[config.mk]
export PLATFORM = sky130hd
export DESIGN_NAME = conv_datapath
export DESIGN_NICKNAME = d
export VERILOG_FILES = /design/src/rtl/conv_pkg.sv /design/src/rtl/conv_mul_u8s8.sv /design/src/rtl/conv_datapath.sv
export SDC_FILE = /design/constraint.sdc
export NUM_CORES = 1
export LEC_CHECK = 0
export CAP_MARGIN = 40
export CORE_ASPECT_RATIO = 0.7
export CORE_MARGIN = 10
export CORE_UTILIZATION = 50
export CTS_CLUSTER_DIAMETER = 100
export DETAILED_ROUTE_END_ITERATION = 10
export GPL_TIMING_DRIVEN = 1
export PLACE_DENSITY = 0.68
export SYNTH_ARGS = -nofsm -noshare
export SYNTH_HDL_FRONTEND = slang
export SYNTH_HIERARCHICAL = 1
export SYNTH_SLANG_ARGS = --single-unit
[constraint.sdc]
create_clock -name clk -period 8.9 [get_ports clk]
set_clock_uncertainty 0.1 [all_clocks]
set_input_delay 2.67 -clock clk [delete_from_list [all_inputs] [get_ports clk]]
set_output_delay 2.67 -clock clk [all_outputs]
set_load 0.05 [all_outputs]
[src/rtl/conv_pkg.sv]
// conv_pkg: shared widths, stage-select encodings and product sign extension
// for the 16-tap convolution datapath and its controller.
package conv_pkg;
    localparam int PIX_W    = 8;
    localparam int COEF_W   = 8;
    localparam int NUM_TAPS = 16;
    localparam int PROD_W   = 17;
    localparam int ACC_W    = 21;

    typedef enum logic [4:0] {
        DP_IDLE = 5'b00000,
        DP_L4   = 5'b00001,
        DP_L3   = 5'b00010,
        DP_L2   = 5'b00100,
        DP_L1   = 5'b01000,
        DP_MULT = 5'b10000
    } dp_sel_e;

    function automatic logic signed [ACC_W-1:0] sext_prod(input logic signed [PROD_W-1:0] x);
        return {{(ACC_W-PROD_W){x[PROD_W-1]}}, x};
    endfunction
endpackage

[src/rtl/conv_mul_u8s8.sv]
// conv_mul_u8s8: unsigned pixel times signed coefficient, full-precision signed product.
module conv_mul_u8s8
    import conv_pkg::*;
(
    input  logic        [PIX_W-1:0]  pix,
    input  logic signed [COEF_W-1:0] coef,
    output logic signed [PROD_W-1:0] prod
);
    assign prod = $signed({1'b0, pix}) * coef;
endmodule

[src/rtl/conv_datapath.sv]
// conv_datapath: two-word tap load, one shared multiply per cycle, then four
// in-place pairwise reduction stages ending in a registered 21-bit result.
module conv_datapath
    import conv_pkg::*;
(
    input  logic                    clk,
    input  logic                    reset,
    input  logic                    data_valid,
    input  logic [63:0]             ram_data,
    input  logic [63:0]             rom_data,
    input  logic [4:0]              data_path_signal,
    output logic signed [ACC_W-1:0] result,
    output logic                    result_valid,
    output logic                    protocol_err
);
    logic        [PIX_W-1:0]  pix  [NUM_TAPS];
    logic signed [COEF_W-1:0] coef [NUM_TAPS];
    logic signed [ACC_W-1:0]  p    [NUM_TAPS];
    logic                     load_ptr;
    logic [4:0]               mult_idx;
    logic [4:0]               prev_sel;
    logic [4:0]               entry;
    logic                     legal;
    logic                     load;
    logic                     mult_we;
    logic [3:0]               widx;
    logic signed [PROD_W-1:0] prod;
    int                       add_lim;

    always_comb begin
        legal   = $onehot0(data_path_signal);
        entry   = data_path_signal & ~prev_sel;
        load    = data_valid && data_path_signal == DP_IDLE;
        widx    = entry == DP_MULT ? 4'd0 : mult_idx[3:0];
        mult_we = data_path_signal == DP_MULT && (entry == DP_MULT || mult_idx < 5'd16);
        add_lim = !legal          ? 0 :
                  entry == DP_L1  ? 8 :
                  entry == DP_L2  ? 4 :
                  entry == DP_L3  ? 2 :
                  entry == DP_L4  ? 1 : 0;
    end

    conv_mul_u8s8 u_mul (
        .pix  (pix[widx]),
        .coef (coef[widx]),
        .prod (prod)
    );

    // An illegal multi-hot select freezes everything but protocol_err, including stage history.
    always_ff @(posedge clk or negedge reset) begin
        if (!reset) begin
            for (int k = 0; k < NUM_TAPS; k++) begin
                pix[k]  <= '0;
                coef[k] <= '0;
                p[k]    <= '0;
            end
            load_ptr     <= 1'b0;
            mult_idx     <= '0;
            prev_sel     <= DP_IDLE;
            result       <= '0;
            result_valid <= 1'b0;
            protocol_err <= 1'b0;
        end else begin
            protocol_err <= protocol_err | !legal | (data_valid && data_path_signal != DP_IDLE);
            result_valid <= legal && entry == DP_L4;
            if (legal)
                prev_sel <= data_path_signal;
            if (load) begin
                for (int k = 0; k < 8; k++) begin
                    pix[{load_ptr, 3'(k)}]  <= ram_data[8*k +: 8];
                    coef[{load_ptr, 3'(k)}] <= rom_data[8*k +: 8];
                end
                load_ptr <= ~load_ptr;
            end
            if (legal && entry == DP_MULT)
                load_ptr <= 1'b0;
            if (mult_we) begin
                p[widx]  <= sext_prod(prod);
                mult_idx <= 5'(widx) + 5'd1;
            end
            for (int i = 0; i < 8; i++)
                if (i < add_lim)
                    p[i] <= p[2*i] + p[2*i+1];
            if (legal && entry == DP_L4)
                result <= p[0] + p[1];
        end
    end
endmodule

==> run summary <==
Clock tree synthesis inserted a total of 58 buffers. The Yosys warning count came out at 6. The weighted congestion reported at the end of routability-driven placement came out at 0.895. The initial antenna violation count is 0. The total global routing track utilization came out at 0.235. The post-CTS clock slew at the launch and capture registers of the worst setup and hold paths is ~0.060 ns.

The top fanout value on the critical path is 7. The synthesized net count is about 3600. The time the final worst path needs with I/O delays and setup is around 8.7 ns. In the final routed layout, each cell accounts on average for 22.0 um. The detailed router finished its first iteration with a little over 2000 violations. The capturing element type of the critical path is a flop. The count of boundary I/O pins is about 160. The layout overhead on the synthesized area came out at 17.8%. The full die area is a little over 80000 um^2. The most used flip-flop cell after synthesis is dfrtp_1. The number of global-route vias before repair is 26500. The footprint of the multi-input gates is approximately 19000 um^2. In this run the mean area of a mapped cell was 10.8 um^2.

The clock latency reported for the late side of the worst-skew pair is ~0.7 ns. In this run the tightest slew margin relative to its limit is 0.323. Once layout is complete, the utilization of the core stands at 0.597. The netlist area before placement came out at about 35000 um^2. In the routed design, unresolved DRC markers number 0. The clock tree from TritonCTS is done. Counting flops with a built-in enable in the synthesized netlist gives 0.

The tool flagged a number of max-cap violations equal to 0. The required arrival time at the worst endpoint is just over 9 ns. The cell count after synthesis came out at approximately 3200. The count of cell types in the netlist is around 100. The class of the worst hold path is reg2reg. The remaining global-route overflow is 0.

The transition at the pin with the smallest max-transition slack came out at slightly above 1 ns. The number of setup violations in the final report is 0. The top achievable clock speed is about 0.11 GHz. The detailed placement HPWL is about 70000 um. The reported leakage power came out at 20.1 nW. Measured along the y axis, the die boundary spans around 240 um. The library cell used as clock root buffer is clkbuf_16. The sequential cells in the finished layout cover a total of roughly 15000 um^2. Overall power consumption after layout is estimated at roughly 10 mW. The max-slew violation count came out at 0.

Counting the fill cells in the layout gives 5600. The share of post-route cells with drive strength above 1 came out at 0.226. The clock sink count is about 600. The worst voltage drop across the vdd grid came out at about 0.00020 V. In this run the horizontal extent of the chip is ~330 um. The first global-routing pass estimated approximately 150000 um of wire.

By instance count, the cell type seen most on the critical path is buf_4. The total count of hold-check failures in the final report is 0. The area of the placeable core is ~70000 um^2.

The vias after detailed routing is approximately 26000. The maximum clock insertion buffer count came out at 3. The total placed instance area came out at 38400 um^2.

The run finished with clean final reports. The worst setup path is of the in2reg kind. After detailed routing, the number of vias per cell comes to 5.95. Dividing total power by cell area gives a power density of 251 nW/um^2. Input and output buffers added on the ports amount to roughly 160. Before antenna repair, the detailed router went through 5 iterations. The worst setup path is launched from an input port. The maximum number of pins on one net before global-route repair came out at 187. The initialized floorplan defines 80 standard-cell rows. The effective utilization at floorplan came out at 0.507.

The delay of the slowest critical-path stage is ~0.56 ns. The clock tree synthesis step divided the H-tree into 2 levels. Of the synthesized area, sequential elements account for 0.429.

The final instance area came out at approximately 41000 um^2. The slowest cell on the critical path is fa_1. The remaining number of nets flagged by the antenna check after routing came out at 0. Dividing the final minimum period by the clock period gives 0.980. At the worst endpoint, the arrival time is between 9 and 10 ns. The async set or reset register ratio after synthesis came out at 1.00.

The overall routed net length came out at approximately 97000 um. In this run, synthesis produced a sequential element count of 594. In this run, post-CTS hold repair placed 0 buffers.

The setup TNS is 0 ns. The number of nets at the end of the flow came out at between 3000 and 4000.
==> stage by stage <==
stage	hold WS [ns]	instances	setup WS [ns]
4_1_cts	0.383	4389	0.000401
5_1_grt	0.402	4404	-0.0604
2_1_floorplan	0.350	3203	0.123
6_report	0.380	4405	0.181
3_3_place_gp	0.364	4272	-0.619
3_5_place_dp	0.368	4280	-0.735
==> critical path, delay by kind of cell <==
| kind | cells | cell delay, ns |
|---|---|---|
| AO/OA/AOI/OAI | 6 | 1.28 |
| AND/OR/NAND/NOR | 7 | 1.04 |
| adder cells (fa/ha/maj) | 5 | 2.07 |
| XOR/XNOR | 1 | 0.10 |
| buffers and inverters | 11 | 1.83 |
| multiplexers | 1 | 0.15 |
==> repair_timing <==
action,CTS,global route
pin swaps,0,18
gates cloned,0,3
endpoints found under the setup margin,4,127
hold endpoints to repair,0,0
resized for setup,2,63
setup buffers,0,12
==> cells by family after synthesis <==
kind of cell	synth area share
flops	0.429
fa+ha+maj	0.0977
xor+xnor	0.0298
compound gates	0.140
simple gates	0.0944
mux	0.179
buf+inv	0.0300
==> power by group <==
group          internal, mW  switching, mW
combinational          1.74           2.32
clock                  1.53           1.13
sequential             3.15          0.353
total                  6.42           3.81
==> final timing paths <==
kind	slack, ns	depth (start not counted)	to	start
max reg2reg	1.80	27	p[286]$_DFFE_PN0P_	mult_idx[0]$_DFFE_PN0P_
max	0.18	31	p[286]$_DFFE_PN0P_	data_path_signal[0]
max in group asynchronous	5.21	2	pix[93]$_DFFE_PN0P_	reset
min reg2reg	0.38	2	p[231]$_DFFE_PN0P_	p[231]$_DFFE_PN0P_
min in group asynchronous	1.95	1	p[107]$_DFFE_PN0P_	reset
min	0.38	2	p[231]$_DFFE_PN0P_	p[231]$_DFFE_PN0P_
==> registers in the layout (all words and copies together) (netlist names) <==
name and flops:
load_ptr 1, mult_idx 5, result_valid 1, coef 128
pix 128, result 21, prev_sel 5, p 304
protocol_err 1
==> cells in the mapped netlist (21+ instances only) <==
cell | n | area (um^2)
a31oi_1 | 34 | 213
ha_1 | 197 | 2460
clkbuf_1 | 91 | 342
o21ai_0 | 205 | 1030
a22oi_1 | 21 | 158
nand3_1 | 57 | 285
a21oi_1 | 204 | 1020
and2_1 | 45 | 282
mux2i_1 | 119 | 1190
nand2b_1 | 22 | 138
nor3_1 | 38 | 190
fa_1 | 46 | 921
nor2_1 | 127 | 477
and3_1 | 24 | 150
xnor2_1 | 80 | 701
dfrtp_1 | 594 | 14900
buf_2 | 38 | 190
nand2_1 | 293 | 1100
inv_1 | 106 | 398
a21o_1 | 67 | 503
a211oi_1 | 29 | 218
xor2_1 | 38 | 333
mux2_2 | 402 | 4530
==> per-layer routing <==
metal  GRT usage  share of wire  wire length [um]  vias to the layer above
met3      0.0376          0.064              6190                      117
met2       0.355           0.44             42400                      763
met5           0              0                 0                        -
met1       0.349           0.48             46400                    13300
met4      0.0542          0.019              1810                        0
li1            -              -                 -                    12100
==> placed cells by master (no fill, tap or decap), drive strengths merged, types with 80 or more instances in the layout <==
cell	Yosys	routed
a21oi	207	207
buf	54	176
clkbuf	91	87
clkdlybuf4s50	0	155
dfrtp	594	594
ha	197	197
inv	107	106
mux2	415	415
mux2i	119	119
nand2	295	295
nor2	132	132
o21ai	211	211
xnor2	80	80
==> area by class of cell <==
class	instances	share of cell area
diodes	1	0.0000613
clock buffers	85	0.0424
clock inverters	24	0.00836
inverters	108	0.0100
multi-input cells	2356	0.467
flip-flops and latches	594	0.364
well taps	902	0.0276
repair buffers	335	0.0807
Power figures use the tool's default switching activity.
